## src/rtl/uart_tx.sv

```systemverilog
// 8N1/8N2 serial transmitter with a one-deep holding register in front of the shifter.
// The line output comes straight from a flop and is forced high by reset without waiting for a clock edge.
module uart_tx #(
    parameter int unsigned CLKS_PER_BIT = 488,
    parameter int unsigned STOP_BITS    = 1
) (
    input  logic       eclk,
    input  logic       ereset_n,
    input  logic [7:0] tx_data,
    input  logic       tx_wr,
    output logic       tx_flag,
    output logic       overrun,
    input  logic       overrun_clr,
    output logic       busy,
    output logic       rs232_dce_txd
);

    localparam int unsigned STOP_CLKS = CLKS_PER_BIT * STOP_BITS;
    localparam int unsigned CNT_W     = (STOP_CLKS > 2) ? $clog2(STOP_CLKS) : 1;
    localparam logic [CNT_W-1:0] BIT_LAST  = CNT_W'(CLKS_PER_BIT - 1);
    localparam logic [CNT_W-1:0] STOP_LAST = CNT_W'(STOP_CLKS - 1);

    typedef enum logic [1:0] {
        IDLE,
        START,
        DATA,
        STOP
    } state_t;

    state_t           state_q, state_d;
    logic [CNT_W-1:0] cnt_q, cnt_d;
    logic [2:0]       bit_q, bit_d;
    logic [7:0]       shift_q, shift_d;
    logic [7:0]       hold_q, hold_d;
    logic             hold_full_q, hold_full_d;
    logic             overrun_q, overrun_d;
    logic             txd_q, txd_d;
    logic             accept;
    logic             load;

    assign accept = tx_wr & ~hold_full_q;

    always_ff @(posedge eclk or negedge ereset_n) begin
        if (!ereset_n) begin
            state_q     <= IDLE;
            cnt_q       <= '0;
            bit_q       <= '0;
            shift_q     <= '0;
            hold_q      <= '0;
            hold_full_q <= 1'b0;
            overrun_q   <= 1'b0;
            txd_q       <= 1'b1;
        end else begin
            state_q     <= state_d;
            cnt_q       <= cnt_d;
            bit_q       <= bit_d;
            shift_q     <= shift_d;
            hold_q      <= hold_d;
            hold_full_q <= hold_full_d;
            overrun_q   <= overrun_d;
            txd_q       <= txd_d;
        end
    end

    always_comb begin
        state_d     = state_q;
        cnt_d       = cnt_q;
        bit_d       = bit_q;
        shift_d     = shift_q;
        hold_d      = hold_q;
        hold_full_d = hold_full_q;
        overrun_d   = overrun_q;
        txd_d       = txd_q;
        load        = 1'b0;

        case (state_q)
            IDLE: begin
                if (hold_full_q) begin
                    load = 1'b1;
                end
            end
            START: begin
                if (cnt_q == BIT_LAST) begin
                    state_d = DATA;
                    cnt_d   = '0;
                    bit_d   = '0;
                    txd_d   = shift_q[0];
                    shift_d = shift_q >> 1;
                end else begin
                    cnt_d = cnt_q + 1'b1;
                end
            end
            DATA: begin
                if (cnt_q == BIT_LAST) begin
                    cnt_d = '0;
                    if (bit_q == 3'd7) begin
                        state_d = STOP;
                        txd_d   = 1'b1;
                    end else begin
                        bit_d   = bit_q + 3'd1;
                        txd_d   = shift_q[0];
                        shift_d = shift_q >> 1;
                    end
                end else begin
                    cnt_d = cnt_q + 1'b1;
                end
            end
            STOP: begin
                if (cnt_q == STOP_LAST) begin
                    cnt_d = '0;
                    if (hold_full_q) begin
                        load = 1'b1;
                    end else begin
                        state_d = IDLE;
                        txd_d   = 1'b1;
                    end
                end else begin
                    cnt_d = cnt_q + 1'b1;
                end
            end
            default: begin
                state_d = IDLE;
                txd_d   = 1'b1;
            end
        endcase

        // Reloading from the last stop cycle keeps consecutive frames gap-free.
        if (load) begin
            state_d = START;
            cnt_d   = '0;
            bit_d   = '0;
            shift_d = hold_q;
            txd_d   = 1'b0;
        end

        if (accept) begin
            hold_d      = tx_data;
            hold_full_d = 1'b1;
        end else if (load) begin
            hold_full_d = 1'b0;
        end

        if (tx_wr && hold_full_q) begin
            overrun_d = 1'b1;
        end else if (overrun_clr) begin
            overrun_d = 1'b0;
        end
    end

    assign tx_flag       = ~hold_full_q;
    assign overrun       = overrun_q;
    assign busy          = (state_q != IDLE);
    assign rs232_dce_txd = txd_q;

endmodule

```

## config.mk

```make
export PLATFORM = sky130hd
export DESIGN_NAME = uart_tx
export DESIGN_NICKNAME = d
export VERILOG_FILES = /design/src/rtl/uart_tx.sv
export SDC_FILE = /design/constraint.sdc
export NUM_CORES = 1
export LEC_CHECK = 0
export BUFFER_PORTS_ARGS = -buffer_cell sky130_fd_sc_hd__buf_2
export CAP_MARGIN = 20
export CORE_MARGIN = 5
export CORE_UTILIZATION = 35
export CTS_BUF_LIST = sky130_fd_sc_hd__clkbuf_8
export DETAILED_ROUTE_END_ITERATION = 12
export MAX_ROUTING_LAYER = met4
export PLACE_DENSITY_LB_ADDON = 0.25
export SYNTH_ARGS = -nofsm -noshare
export SYNTH_HDL_FRONTEND = slang
export SYNTH_SLANG_ARGS = --single-unit
```

## constraint.sdc

```tcl
create_clock -name eclk -period 2.7 [get_ports eclk]
set_clock_uncertainty 0.15 [all_clocks]
set_input_delay 0.54 -clock eclk [delete_from_list [all_inputs] [get_ports eclk]]
set_output_delay 0.54 -clock eclk [all_outputs]
set_load 0.03 [all_outputs]
```

==> results.yml <==
cts:
  clock_latency_ps: 280
  htree_levels: 2
  cts-hold-fix-buffers: 0
  clockBufferDepth: 2
  numCtsBuffers: 5
  ctsResizeCount: 0
  post-cts-setup-buffer-count: 0
  clk_pin_slew_ps: 70
  cts_tree: "yes"
  cts_root_buffer: "clkbuf_8"
  cts_num_sinks: 33
logic_synthesis:
  ys_types: 40
  async_flop_share_pct: 100
  muxShareOfSynthArea_pct: 16.7
  synthAdderAreaFrac_pct: 5.13
  ys_warn_count: 0
  synth_edf_count: 0
  synth_common_cells: "dfrtp_1, mux2_2, a21oi_1, nand2_1"
  synthMostInstantiatedCell: "dfrtp_1"
  synth_top_family_by_area: "multiplexers"
  yosys.area_share.simple_pct: 13.2
  yosysSeqAreaShare_pct: 48.5
  syn_inst: 145
  synth.top_cell.area_share_pct: 46.9
  synthTopCellsByArea: "dfrtp_1, mux2_2, ha_1"
  synth_area_um2: 1710
  syn_area_per_cell_um2: 11.8
  synth_nets: 164
  synth-xor-area-share_pct: 1.03
  ys.flop_type: "dfrtp_1"
  yosys.area.top_type: "dfrtp_1"
  ys_ff_latch: 33
  synth_compound_area_share_pct: 12.7
grt:
  antenna_found_initial: 0
  grt_pass1_wl_mm: 5.64
  grt.total_usage_pct: 11.6
  overflow: 0
  grt_start_max_net_pins: 34
  grt_pass1_vias: 1198
placement:
  placed_area_um2: 1850
  port_buffers: 15
  place_inst: 224
  place_congestion: 0.829
  dp_hpwl_mm: 2.30
timing:
  relSlewSlack_pct: 50.1
  finalCriticalPeriod_ps: 2220
  rsz0062_at_grt: "false"
  hold_viol: 0
  finalCritPeriodShare_pct: 82.2
  whs_ps: 169
  setup-violations-final: 0
  fmax_ghz: 0.451
  setup_tns_ps: 0
  finalMaxSlewViolations: 0
  worst_pin_slew_ps: 749
critical_path:
  arrival_ps: 2230
  crit_path_start_kind: "flip-flop"
  worstPathMaxFanout: 12
  critPathCaptureType: "flip-flop"
  slowest_delay_ps: 420
  slowest_stage: "dfrtp_1"
  crit_top_cell: "mux2_2"
  crit_chain: "inv_1, ha_1, nand2_1, o2111ai_4, mux2_2, mux2_2"
  critPathRequiredTime_ps: 2710
  crit_type: "flip-flop to flip-flop"
power:
  vdd_ir_drop_max_mv: 0.539
  leakagePower_nw: 0.851
  power.density_nw_per_um2: 835
routing:
  vias: 1169
  firstDrtPassIters: 4
  ant_nets: 0
  routed_wl_mm: 3.20
  drtIter0Drc: 63
  viasPerCell: 5.04
  wl_per_cell_um: 13.8
  drcViolationCount: 0
outcome:
  status: "finished, final reports clean"
floorplanning:
  io_pins: 16
  dieArea_um2: 6370
  initial_core_util_pct: 36.1
  core_um2: 4720
  num_rows: 25
  die_x_um: 79.8
  die_h_um: 79.8
layout:
  postLayoutCellArea_um2: 1930
  instances_no_fill: 232
  nets: 183
  num-fill-cells: 469
  diodes: 0
  post-route-util_pct: 40.9
  drive_gt1_share_pct: 30.3
  area_growth_pct: 13.2
flow_run:
  cap_violations: 0
worst_hold_path:
  hp-class: "input port to asynchronous set/reset pin"
[power by group]
group	switching [W]	total, W	internal [W]
clock network	0.000173	0.000348	0.000175
logic	0.000217	0.000474	0.000257
registers	0.000125	0.000793	0.000668
[flip-flops by register name, indices dropped and copies added, names as in the netlist]
register	flops
overrun	1
hold_q	8
bit_q	3
rs232_dce_txd	1
shift_q	8
state_q	2
hold_full_q	1
cnt_q	9
[metrics by stage]
step           worst slack (ps)  total power, W
2_1_floorplan               582         0.00115
5_1_grt                     349         0.00174
3_3_place_gp                524         0.00126
3_5_place_dp                510         0.00128
6_report                    482         0.00161
4_1_cts                     487         0.00163
[final cells by class]
class	count	area, µm²	share of cell area [%]
Clock inverter	3	15.0	0.777
Clock buffer	5	68.8	3.56
Multi-Input combinational cell	102	832	43.1
Tap cell	67	83.8	4.34
Inverter	6	22.5	1.17
Timing Repair Buffer	16	82.6	4.27
Sequential cell	33	827	42.8
[worst paths after layout]
check | end | startpoint | slack, ps | cells after the start
worst max-delay path | shift_q[1] | state_q[0] | 480 | 6
worst min-delay path | cnt_q[2] | ereset_n | 170 | 1
worst max register to register | shift_q[1] | state_q[0] | 480 | 6
worst min register to register | hold_q[5] | hold_q[5] | 350 | 1
max in group asynchronous | cnt_q[0] | ereset_n | 1740 | 1
min in group eclk | overrun | overrun_clr | 300 | 2
[worst max-delay path: cells and delay by family, from the launching register on]
family          cells  cell delay, ps
compound gates      1             230
fa+ha+maj           1             360
buf+inv             1              90
flops               1             420
mux                 2             640
simple gates        1             200
[routing by layer]
metal  routed length [µm]  GRT usage (%)
met1                 1500           14.7
met2                 1540           18.0
met3                  123           3.39
met4                   29           3.55
met5                    0              -
[kinds of logic after synthesis]
kind of cell | count (synthesis)
and+or+nand+nor | 41
DFF | 33
AOI/OAI and AO/OA | 28
muxes | 24
buffers and inverters | 10
adders and majority gates | 7
xor gates and xnor gates | 2
[cells in the final DEF (no fill, tap or decap), drive strengths merged, types with 5 or more instances in the layout]
master | synthesis | layout
a21oi | 9 | 9
nor2 | 8 | 8
mux2 | 21 | 21
clkbuf | 1 | 5
ha | 7 | 7
o21ai | 5 | 5
buf | 3 | 16
dfrtp | 32 | 32
nand2 | 9 | 9
inv | 6 | 8
Power figures use the tool's default switching activity.
